--- src/rtl/vic_bus_pkg.sv ---
// Shared types and register-index constants for the VIC-20 expansion-port front end
// and the downstream MIDI register-select decoder.
package vic_bus_pkg;

    localparam int REG_IDX_W = 3;

    typedef enum logic [1:0] {
        IDLE    = 2'd0,
        SETTLE  = 2'd1,
        CAPTURE = 2'd2,
        HOLD    = 2'd3
    } bus_state_e;

    localparam logic [REG_IDX_W-1:0] ACIA_CTRL = 3'd0;
    localparam logic [REG_IDX_W-1:0] ACIA_DATA = 3'd1;
    localparam logic [REG_IDX_W-1:0] ACIA_STAT = 3'd2;
    localparam logic [REG_IDX_W-1:0] ACIA_CMD  = 3'd3;
    localparam logic [REG_IDX_W-1:0] MIDI_THRU = 3'd4;
    localparam logic [REG_IDX_W-1:0] MIDI_CFG  = 3'd5;
    localparam logic [REG_IDX_W-1:0] MIDI_IRQ  = 3'd6;
    localparam logic [REG_IDX_W-1:0] MIDI_ID   = 3'd7;

    // Shared settle/timeout counter width: one spare bit above the larger limit.
    function automatic int cnt_width(input int a, input int b);
        return $clog2((a > b) ? a : b) + 1;
    endfunction

endpackage

--- src/rtl/vic_bus_if_sync_bit.sv ---
// Multi-flop synchroniser for one asynchronous bus line; exposes the first stage
// as well so callers can get an early (unfiltered-by-depth) view of the line.
module sync_bit #(
    parameter int   SYNC_STAGES = 2,
    parameter logic RESET_VAL   = 1'b0
) (
    input  logic clk,
    input  logic rst,
    input  logic d,
    output logic q,
    output logic q_first
);

    logic [SYNC_STAGES-1:0] chain_q;
    logic [SYNC_STAGES-1:0] chain_d;

    always_comb begin
        chain_d = {chain_q[SYNC_STAGES-2:0], d};
    end

    always_ff @(posedge clk or posedge rst) begin
        if (rst) begin
            chain_q <= {SYNC_STAGES{RESET_VAL}};
        end else begin
            chain_q <= chain_d;
        end
    end

    assign q       = chain_q[SYNC_STAGES-1];
    assign q_first = chain_q[0];

endmodule

--- src/rtl/vic_bus_if.sv ---
// VIC-20 expansion-port bus front end: synchronises phi2/select/rw, latches the register
// index and issues one rd/wr strobe per access. Optional HOLD watchdog: VIC_BUS_TIMEOUT_EN.
module vic_bus_if
    import vic_bus_pkg::*;
#(
    parameter int SYNC_STAGES    = 2,
    parameter int SETTLE_CYCLES  = 2,
    parameter int TIMEOUT_CYCLES = 64
) (
    input  logic                 clk,
    input  logic                 reset,
    input  logic                 phi2,
    input  logic                 io_sel_n,
    input  logic                 rw,
    input  logic [REG_IDX_W-1:0] addr,
    input  logic [7:0]           data_in,
    output logic [REG_IDX_W-1:0] reg_sel,
    output logic                 rd_stb,
    output logic                 wr_stb,
    output logic [7:0]           wr_data,
    output logic                 active,
    output logic                 err_timeout
);

    localparam int CNT_W = cnt_width(SETTLE_CYCLES, TIMEOUT_CYCLES);
    localparam logic [CNT_W-1:0] SETTLE_LOAD = CNT_W'(SETTLE_CYCLES - 1);

    logic phi2_s, phi2_1, sel_s, rw_s;
    logic sel_1_unused, rw_1_unused;
    logic access_s, start_ok;

    sync_bit #(.SYNC_STAGES(SYNC_STAGES), .RESET_VAL(1'b0)) u_sync_phi2 (
        .clk(clk), .rst(reset), .d(phi2), .q(phi2_s), .q_first(phi2_1)
    );
    sync_bit #(.SYNC_STAGES(SYNC_STAGES), .RESET_VAL(1'b1)) u_sync_sel (
        .clk(clk), .rst(reset), .d(io_sel_n), .q(sel_s), .q_first(sel_1_unused)
    );
    sync_bit #(.SYNC_STAGES(SYNC_STAGES), .RESET_VAL(1'b0)) u_sync_rw (
        .clk(clk), .rst(reset), .d(rw), .q(rw_s), .q_first(rw_1_unused)
    );

    assign access_s = phi2_s & ~sel_s;

    bus_state_e           state_q, state_d;
    logic [CNT_W-1:0]     cnt_q, cnt_d;
    logic [REG_IDX_W-1:0] reg_sel_q, reg_sel_d;
    logic                 rw_l_q, rw_l_d;
    logic [7:0]           wr_shadow_q, wr_shadow_d;
    logic [7:0]           wr_data_q, wr_data_d;
    logic                 rd_stb_q, rd_stb_d;
    logic                 wr_stb_q, wr_stb_d;
    logic                 active_q, active_d;

`ifdef VIC_BUS_TIMEOUT_EN
    localparam logic [CNT_W-1:0] TIMEOUT_LAST = CNT_W'(TIMEOUT_CYCLES - 1);
    logic err_q, err_d;
    // After an abort, wait for the stuck access to end before accepting another.
    logic lock_q, lock_d;
    assign start_ok    = access_s & ~lock_q;
    assign err_timeout = err_q;
`else
    assign start_ok    = access_s;
    assign err_timeout = 1'b0;
`endif

    always_comb begin
        state_d     = state_q;
        cnt_d       = cnt_q;
        reg_sel_d   = reg_sel_q;
        rw_l_d      = rw_l_q;
        wr_shadow_d = wr_shadow_q;
        wr_data_d   = wr_data_q;
        rd_stb_d    = 1'b0;
        wr_stb_d    = 1'b0;
`ifdef VIC_BUS_TIMEOUT_EN
        err_d       = 1'b0;
        lock_d      = lock_q;
        if (!access_s) begin
            lock_d = 1'b0;
        end
`endif
        case (state_q)
            IDLE: begin
                cnt_d = '0;
                if (start_ok) begin
                    state_d = SETTLE;
                    cnt_d   = SETTLE_LOAD;
                end
            end
            SETTLE: begin
                if (!access_s) begin
                    state_d = IDLE;
                    cnt_d   = '0;
                end else if (cnt_q == '0) begin
                    // Index and direction are taken on entry so reg_sel is valid with rd_stb.
                    state_d   = CAPTURE;
                    reg_sel_d = addr;
                    rw_l_d    = rw_s;
                    rd_stb_d  = rw_s;
                end else begin
                    cnt_d = cnt_q - 1'b1;
                end
            end
            CAPTURE: begin
                state_d = HOLD;
                cnt_d   = '0;
            end
            HOLD: begin
                if (phi2_1) begin
                    wr_shadow_d = data_in;
                end
                if (!access_s) begin
                    state_d = IDLE;
                    cnt_d   = '0;
                    if (!rw_l_q) begin
                        wr_stb_d  = 1'b1;
                        wr_data_d = wr_shadow_q;
                    end
                end
`ifdef VIC_BUS_TIMEOUT_EN
                else if (cnt_q == TIMEOUT_LAST) begin
                    state_d = IDLE;
                    cnt_d   = '0;
                    err_d   = 1'b1;
                    lock_d  = 1'b1;
                end else begin
                    cnt_d = cnt_q + 1'b1;
                end
`endif
            end
            default: begin
                state_d = IDLE;
                cnt_d   = '0;
            end
        endcase
        active_d = (state_d != IDLE);
    end

    always_ff @(posedge clk or posedge reset) begin
        if (reset) begin
            state_q     <= IDLE;
            cnt_q       <= '0;
            reg_sel_q   <= '0;
            rw_l_q      <= 1'b0;
            wr_shadow_q <= '0;
            wr_data_q   <= '0;
            rd_stb_q    <= 1'b0;
            wr_stb_q    <= 1'b0;
            active_q    <= 1'b0;
`ifdef VIC_BUS_TIMEOUT_EN
            err_q       <= 1'b0;
            lock_q      <= 1'b0;
`endif
        end else begin
            state_q     <= state_d;
            cnt_q       <= cnt_d;
            reg_sel_q   <= reg_sel_d;
            rw_l_q      <= rw_l_d;
            wr_shadow_q <= wr_shadow_d;
            wr_data_q   <= wr_data_d;
            rd_stb_q    <= rd_stb_d;
            wr_stb_q    <= wr_stb_d;
            active_q    <= active_d;
`ifdef VIC_BUS_TIMEOUT_EN
            err_q       <= err_d;
            lock_q      <= lock_d;
`endif
        end
    end

    assign reg_sel = reg_sel_q;
    assign rd_stb  = rd_stb_q;
    assign wr_stb  = wr_stb_q;
    assign wr_data = wr_data_q;
    assign active  = active_q;

endmodule

--- config.mk ---
export PLATFORM = sky130hd
export DESIGN_NAME = vic_bus_if
export DESIGN_NICKNAME = d
export VERILOG_FILES = /design/src/rtl/vic_bus_pkg.sv /design/src/rtl/vic_bus_if_sync_bit.sv /design/src/rtl/vic_bus_if.sv
export SDC_FILE = /design/constraint.sdc
export NUM_CORES = 1
export LEC_CHECK = 0
export CAP_MARGIN = 20
export CORE_ASPECT_RATIO = 0.6
export CORE_MARGIN = 5
export CORE_UTILIZATION = 50
export CTS_CLUSTER_DIAMETER = 100
export DETAILED_ROUTE_END_ITERATION = 6
export PLACE_DENSITY = 0.8
export SKIP_CTS_REPAIR_TIMING = 1
export SLEW_MARGIN = 15
export SYNTH_ARGS = -nofsm -noshare
export SYNTH_HDL_FRONTEND = slang
export SYNTH_SLANG_ARGS = --single-unit
--- constraint.sdc ---
create_clock -name clk -period 2.1 [get_ports clk]
set_input_delay 0.63 -clock clk [delete_from_list [all_inputs] [get_ports clk]]
set_output_delay 0.63 -clock clk [all_outputs]
set_load 0.02 [all_outputs]
### Word level (Yosys, flattened, before mapping)

Cells that the tools add are included.

| word-level totals | value |
|---|---|
| word-level logic and storage cells | 45 |
| register bits after elaboration | 38 |
| input bits | 16 |
| output and inout port bits | 15 |

| cells by class | value |
|---|---|
| add/subtract/negate cells | 1 |
| reductions and logical operators | 7 |
| equal/unequal tests | 5 |
| multiplexer cells | 16 |
| bitwise logic cells | 4 |

Operators by type and width:

| operator | count |
|---|---|
| 7-bit one-hot mux with 4 select lines | 1 |
| 7-bit 2-to-1 mux | 3 |
| 2-bit 2-to-1 mux | 4 |
| 2-bit one-hot mux with 4 select lines | 1 |
| 7-bit logical NOT | 1 |
| 1-bit 2-to-1 mux | 7 |
| 7-bit by 1-bit subtractor with 7-bit output (second input constant) | 1 |
| 3-bit AND reduction | 2 |
| 2-bit == test (second input constant) | 2 |
| 2-bit AND reduction | 2 |
| 3-bit != test (second input constant) | 1 |
| 1-bit inverter | 3 |
| 2-bit by 1-bit == test with 1-bit output (second input constant) | 1 |
| 2-bit logical NOT | 1 |
| 2-bit != test (second input constant) | 1 |
| 2-bit nonzero test | 1 |
| 1-bit bitwise AND | 1 |

### Logic depth before layout (Yosys ltp)

Gate-level depths: netlist (run 1).

| depth | value |
|---|---|
| depth after elaboration | 5 |
| depth in mapped cells | 5 |
| mapped depth without buffers | 5 |

### By module

From an unflattened synthesis (run 1), not the netlist that was laid out.

| unflattened totals | value |
|---|---|
| cells, all modules | 116 |
| area, all modules | 1,540.2 um^2 |

By module, submodules not included:

| module | area each (um^2) | seq. area each (um^2) | cells each | instances |
|---|---|---|---|---|
| vic_bus_if | 1,376.3 | 800.8 | 107 | 1 |
| sync_bit (u_sync_phi2 ...) | 53.8 | 50.0 | 3 | 2 |
| sync_bit (u_sync_sel) | 56.3 | 52.6 | 3 | 1 |

### Worst setup path before layout (run 1)

Ideal clock, no wire load.

| timing | value |
|---|---|
| kind | register to register |
| start | register cnt_q[1] |
| end | register cnt_q[3] |
| clock period less this slack | 1,592 ps |
| buffers on the path | 0 |
| data arrival time | 1,513 ps |
| setup slack | 508 ps |
| required time | 2,021 ps |
| library setup time | 79 ps |
| cell stages (with the launch flop) | 6 |
| cells stage by stage | dfrtp_1 inv_1 ha_1 or4b_4 o2111ai_2 mux2i_1 |

| between the ends | value |
|---|---|
| longest elaborated chain between the ends | 4 |
| elaborated cells on any way between the ends | 7 |
| classes of those cells | add/sub: 1; eq/ne: 1; mux: 3; reduce/logical: 2 |

RTL lines:

| element | RTL line | text |
|---|---|---|
| start, declared | vic_bus_if.sv:45 | `logic [CNT_W-1:0] cnt_q, cnt_d;` |
| start signal, assigned | vic_bus_if.sv:156 | `cnt_q <= cnt_d;` |
| 7-bit by 1-bit subtractor with 7-bit output | vic_bus_if.sv:101 | `cnt_d = cnt_q - 1'b1;` |
| 7-bit 2-to-1 mux | vic_bus_if.sv:94 | `end else if (cnt_q == '0) begin` |
| 7-bit 2-to-1 mux | vic_bus_if.sv:91 | `if (!access_s) begin` |
| 7-bit one-hot mux with 4 select lines | vic_bus_if.sv:82 | `case (state_q)` |

Several ways; a longest one is shown, not always the timed one. The select of a mux whose other input is x is not followed.
A chain may end at the register's enable or synchronous reset.

### Worst setup path in the final report (run 1)

| timing | value |
|---|---|
| start | register wr_data_q[0] (netlist: wr_data[0]) |
| end | output port wr_data[0] |

RTL lines:

| element | RTL line | text |
|---|---|---|
| start, declared | vic_bus_if.sv:49 | `logic [7:0] wr_data_q, wr_data_d;` |
| start signal, assigned | vic_bus_if.sv:160 | `wr_data_q <= wr_data_d;` |
| end, declared | vic_bus_if.sv:20 | `output logic [7:0] wr_data,` |

No word-level cell between the ends.

==> metrics.md, run 1 <==
| Metric | Value |
|---|---|
| Cell Pwr Density | ~1300 nW/um^2 |
| Netlist Area Pre-Place | between 1500 and 2000 sq um |
| Area growth syn-to-layout | 26.9% |
| Vias in the first global route | just over 1000 |
| TritonCTS clock tree | done |
| Maximum clock rate | about 0.53 GHz |
| Synth Instances | between 100 and 150 |
| Cell row count | 15 |
| Largest net degree at the start of global routing | 39 |
| Final worst path period share | between 90% and 100% |
| Clk pin slew, worst setup/hold paths | 0.07 ns |
| MaxCap Viol Count | 0 |
| Total track usage | roughly 15% |
| HPWL after DPL | 2.03 mm |
| Status | completed |
| Crit path buf inv count | 1 |
| CTS max path bufs | 2 |
| Total clock sinks | 38 |
| WL/cell | 14.4 um |
| Initial DRC count | 33 |
| Total core area | 2950 sq um |
| Die ar. | between 4000 and 5000 sq um |
| Pre-antenna DRT Iters | 4 |
| Fin. Hold Viols | 0 |
| Max-slew violations | 0 |
| Critical Path Slowest Stage Cell | clkdlybuf4s50_1 |
| Fillers | 215 |
| Critical Path RT | between 1 and 1.5 ns |
| # H-tree levels | 2 |
| Num CTS Buffers | 5 |
| Vias | 971 |
| CP Class | reg -> out |
| Crit-path cells | clkdlybuf4s50_1 |
| CP Data Arrival Time | 1.26 ns |
| Chip height | 53.5 um |
| Final core utilization | between 60% and 70% |
| N_diodes | 0 |
| Tmin final | between 1.5 and 2 ns |
| Area of the multi-input gates | a little under 600 sq um |
| Top delay family on crit path | buffers and inverters |
| Layout cells sized above 1 | 25.0% |
| Routability congestion estimate | 0.822 |
| CP peak stage delay | just over 0.6 ns |
| Final setup viols | 0 |
| Syn nets | around 130 |
| Drt via density | slightly above 5 |
| Post-Route WL | around 2.7 mm |
| Synth warnings | 0 |
| First-pass GRT wire length | ~4.7 mm |
| Worst min path class | reg -> reg |
| CP max FO | 2 |
| Post-synthesis register bit count | 38 |
| Port bufs | 29 |
| Clk Latency, worst-skew pair | between 0.2 and 0.3 ns |
| Distinct cell type count after synthesis | 36 |
| Antenna-violating nets left | 0 |
| Most frequent cells in the layout | 36 x dfrtp_1, 29 x clkdlybuf4s50_1, 20 x mux2_2 |
| Post-synthesis sequential area ratio | a little over 60% |
| Die width | around 82 um |
| Avg Cell Area, Syn | roughly 14 sq um |
| Leak Pwr | 0.870 nW |
| Clk root buf | clkbuf_8 |
| CP startpoint kind | flop |
| RSZ-0062 raised after global routing | no |
| Storage element area | 953 sq um |
| Max VDD drop | around 0.67 mV |
| Most common cell after layout, fill and taps aside | dfrtp_1 |
| I/O pin count | 31 |
| Initial antenna violation count | 0 |
| Setup Skew | just over 0.009 ns |
| Setup TNS | 0 ns |
| Number of nets in the layout | about 160 |
| DRC viols | 0 |
| Grt total ovfl | 0 |
| Worst setup EP type | primary output |
| Initial Utilization | 53.4% |
[stage by stage]
step	cells	total power [mW]	cell area, sq um	setup slack (ns)	hold slack, ns
finish	190	2.57	2000	0.207	0.351
floorplan	114	1.74	1570	0.508	0.331
global route	190	2.74	2000	0.147	0.356
global placement	182	2.08	1920	0.437	0.336
CTS	190	2.60	2000	0.189	0.355
detailed placement	182	2.12	1920	0.298	0.340
[synth_stat cells]
library cell	instances	area share, %
and3b_1	1	0.56
o211ai_2	1	0.79
nor4b_4	1	1.5
nor4b_1	1	0.56
and2_1	1	0.40
o21ai_1	1	0.32
o31a_1	1	0.56
buf_2	2	0.64
ha_1	1	0.79
nor3_4	1	1.0
dfstp_2	2	3.3
nand4b_2	1	0.95
conb_1	1	0.24
nor2_1	3	0.72
and4_1	1	0.56
a31oi_1	1	0.40
or4b_4	1	0.87
nor2b_1	1	0.40
o32ai_1	1	0.56
o2111ai_2	1	0.95
a21o_1	1	0.48
nand3_1	1	0.32
buf_4	1	0.48
a21boi_0	1	0.48
a31o_2	1	0.56
mux2_2	20	14
o211ai_1	1	0.48
o21ai_0	1	0.32
dfrtp_1	36	57
nand2b_1	5	2.0
inv_1	5	1.2
nor4_1	1	0.40
mux2i_1	4	2.5
a21oi_1	3	0.95
nand2_1	8	1.9
clkbuf_1	1	0.24
[kinds of logic after synthesis]
family | share of synthesized area (%)
AOI/OAI and AO/OA | 6.84
adders and majority gates | 0.795
buffers and inverters | 2.54
DFF | 60.6
muxes | 16.9
other | 0.238
and+or+nand+nor | 12.2
[metal layers]
metal | vias up | track usage (%) | wire (um)
met5 | - | 0 | 0
met4 | 0 | 6.63 | 0
met3 | 0 | 6.29 | 191
met2 | 30 | 22.7 | 1310
met1 | 475 | 18.3 | 1230
li1 | 466 | - | -
[area by class of cell]
type	instances	share of cell area (%)
Clock buffer	6	3.63
Clock inverter	2	0.501
Inverter	5	0.939
Multi-Input combinational cell	67	29.1
Sequential cell	38	47.7
Tap cell	42	2.63
Timing Repair Buffer	30	15.5
[state kept, by name (all words and copies together) (netlist names)]
signal	cells
active	1
cnt_q	7
rd_stb	1
reg_sel	3
rw_l_q	1
state_q	2
u_sync_phi2.chain_q	2
u_sync_rw.chain_q	2
u_sync_sel.chain_q	2
wr_data	8
wr_shadow_q	8
wr_stb	1
[worst paths after layout]
check,slack [ns],to,startpoint,depth (start not counted)
worst max register to register,0.27,rw_l_q,cnt_q[0],5
worst min register to register,0.35,u_sync_rw.chain_q[1],u_sync_rw.chain_q[0],0
min in group asynchronous,0.69,wr_shadow_q[4],reset,3
worst max-delay path,0.21,wr_data[0],wr_data[0],1
max in group asynchronous,1.16,u_sync_sel.chain_q[1],reset,3
worst min-delay path,0.35,u_sync_rw.chain_q[1],u_sync_rw.chain_q[0],0
[where the power goes]
| group | switching, mW | internal, mW | total (mW) | leakage [nW] |
|---|---|---|---|---|
| Combinational | 0.428 | 0.532 | 0.960 | 0.361 |
| Sequential | 0.163 | 0.979 | 1.14 | 0.464 |
| Clock | 0.236 | 0.230 | 0.466 | 0.0450 |
| Total | 0.827 | 1.74 | 2.57 | 0.870 |
No activity file was read; power rests on OpenSTA's default activity.
==> run 2: changes to the inputs <==
--- a/config.mk
+++ b/config.mk
@@ -5,13 +5,14 @@
 export SDC_FILE = /design/constraint.sdc
 export NUM_CORES = 1
 export LEC_CHECK = 0
-export CAP_MARGIN = 20
+export CAP_MARGIN = 10
 export CORE_ASPECT_RATIO = 0.6
-export CORE_MARGIN = 5
+export CORE_MARGIN = 2
 export CORE_UTILIZATION = 50
 export CTS_CLUSTER_DIAMETER = 100
 export DETAILED_ROUTE_END_ITERATION = 6
 export PLACE_DENSITY = 0.8
+export REMOVE_ABC_BUFFERS = 1
 export SKIP_CTS_REPAIR_TIMING = 1
 export SLEW_MARGIN = 15
 export SYNTH_ARGS = -nofsm -noshare
==> metrics.md, run 2 (synthesis gave the netlist of run 1 again) <==
| Metric | Value |
|---|---|
| Num CTS Buffers | 5 |
| Post-Route WL | about 2.8 mm |
| DRC viols | 0 |
| I/O pin count | 31 |
| Fin area | about 2100 sq um |
| CP peak stage delay | about 0.6 ns |
| Layout cells sized above 1 | between 20% and 30% |
| Total track usage | between 15 and 20% |
| Drt via density | between 5 and 6 |
| Port bufs | 29 |
| Initial DRC count | 96 |
| Max VDD drop | ~0.98 mV |
| Largest net degree at the start of global routing | 39 |
| Initial Utilization | 53.8% |
| CTS max path bufs | 2 |
| Initial antenna violation count | 0 |
| Clk Latency, worst-skew pair | approximately 0.29 ns |
| HPWL after DPL | slightly below 2 mm |
| Die width | 76.4 um |
| Top delay family on crit path | buffers and inverters |
| Tmin final | 1.89 ns |
| Worst min path class | reg -> reg |
| Fin cells | roughly 190 |
| Vias | a little under 1000 |
| Cell Pwr Density | about 1400 nW/um^2 |
| Fin. Hold Viols | 0 |
| N_diodes | 0 |
| Worst r2r src | cnt_q[1] |
| TritonCTS clock tree | done |
| Area of the multi-input gates | 581 sq um |
| Total core area | around 2900 sq um |
| CP startpoint kind | flop |
| Leak Pwr | 0.901 nW |
| Clk pin slew, worst setup/hold paths | 0.07 ns |
| Hold Worst Slack | ~0.36 ns |
| Crit path from | wr_data[2] |
| Cell row count | 15 |
| Start point of the worst min-delay path | u_sync_sel.chain_q[0] |
| Crit path buf inv count | 1 |
| WL/cell | about 15 um |
| CP max FO | 2 |
| Routability congestion estimate | approximately 0.8 |
| Setup Skew | around 0.0043 ns |
| Chip height | ~47 um |
| Maximum clock rate | 0.530 GHz |
| First-pass GRT wire length | 4.46 mm |
| Most frequent cells in the layout | 36 x dfrtp_1, 29 x clkdlybuf4s50_1, 20 x mux2_2 |
| Final core utilization | just over 70% |
| Pwr Total | around 2.9 mW |
| MaxCap Viol Count | 0 |
| Pre-antenna DRT Iters | 4 |
| Area of placed instances | between 1500 and 2000 sq um |
| RSZ-0062 raised after global routing | no |
| Placed insts | between 150 and 200 |
| Clk root buf | clkbuf_8 |
| Crit-path cells | clkdlybuf4s50_1 |
| CP Data Arrival Time | about 1.3 ns |
| Storage element area | 953 sq um |
| Worst setup EP type | primary output |
| Fillers | approximately 210 |
| Die ar. | approximately 3600 sq um |
| Total clock sinks | 38 |
| Setup WS pre-CTS | roughly 0.37 ns |
| # H-tree levels | 2 |
| Area growth syn-to-layout | 31.2% |
| CP Class | reg -> out |
| Final worst path period share | roughly nine tenths |
| Grt total ovfl | 0 |
| Status | completed |
| Critical Path Slowest Stage Cell | clkdlybuf4s50_1 |
| Min setup slack post-route | 0.211 ns |
| Max-slew violations | 0 |
| Vias in the first global route | between 900 and 1000 |
| Final setup viols | 0 |
| Critical Path RT | about 1.5 ns |
| Most common cell after layout, fill and taps aside | dfrtp_1 |
| Antenna-violating nets left | 0 |
| Number of nets in the layout | roughly 170 |
| Setup TNS | 0 ns |
run 2: cell types whose count changed in the layout (fill, tap and decap cells not counted), sizes merged:
| cell | previous run | this run |
|---|---|---|
| bufinv | 0 | 2 |
| buf | 1 | 2 |
| clkinv | 2 | 0 |
run 2: path summary, 6_finish.rpt:
| kind | slack, ns | depth (start not counted) | to |
|---|---|---|---|
| max in group asynchronous | 1.17 | 3 | u_sync_sel.chain_q[1] |
| min in group asynchronous | 0.68 | 3 | u_sync_rw.chain_q[0] |
| worst min-delay path | 0.36 | 0 | u_sync_sel.chain_q[1] |
| worst max register to register | 0.35 | 5 | reg_sel[0] |
| worst max-delay path | 0.21 | 1 | wr_data[2] |
| worst min register to register | 0.36 | 0 | u_sync_sel.chain_q[1] |
run 2: final cells by class:
type	instances	area share, %
tap	42	2.54
multi-input combinational	67	28.1
clock inverter	2	2.91
sequential	38	46.2
inverter	5	0.909
clock buffer	6	4.00
timing repair buffer	31	15.4
run 2: power by group:
part           total (mW)  internal, mW  leakage [nW]  switching [mW]
Clock               0.762         0.507        0.0714           0.256
Combinational       0.967         0.536         0.366           0.432
Sequential           1.15         0.979         0.464           0.173
run 2: routing by layer:
layer / track usage [%] / part of all wire (%) / vias up
met1: 22.7 / 47 / 474
met2: 25.8 / 46 / 40
met4: 4.36 / 0 / 0
met5: 0 / 0 / -
li1: - / - / 464
met3: 6.79 / 6.8 / 0
==> run 3: changes to the inputs <==
--- a/config.mk
+++ b/config.mk
@@ -10,6 +10,7 @@
 export CORE_MARGIN = 2
 export CORE_UTILIZATION = 50
 export CTS_CLUSTER_DIAMETER = 100
+export CTS_CLUSTER_SIZE = 10
 export DETAILED_ROUTE_END_ITERATION = 6
 export PLACE_DENSITY = 0.8
 export REMOVE_ABC_BUFFERS = 1
==> results of run 3 <==
No change in the layout: final DEF, timing and power equal those of run 2.
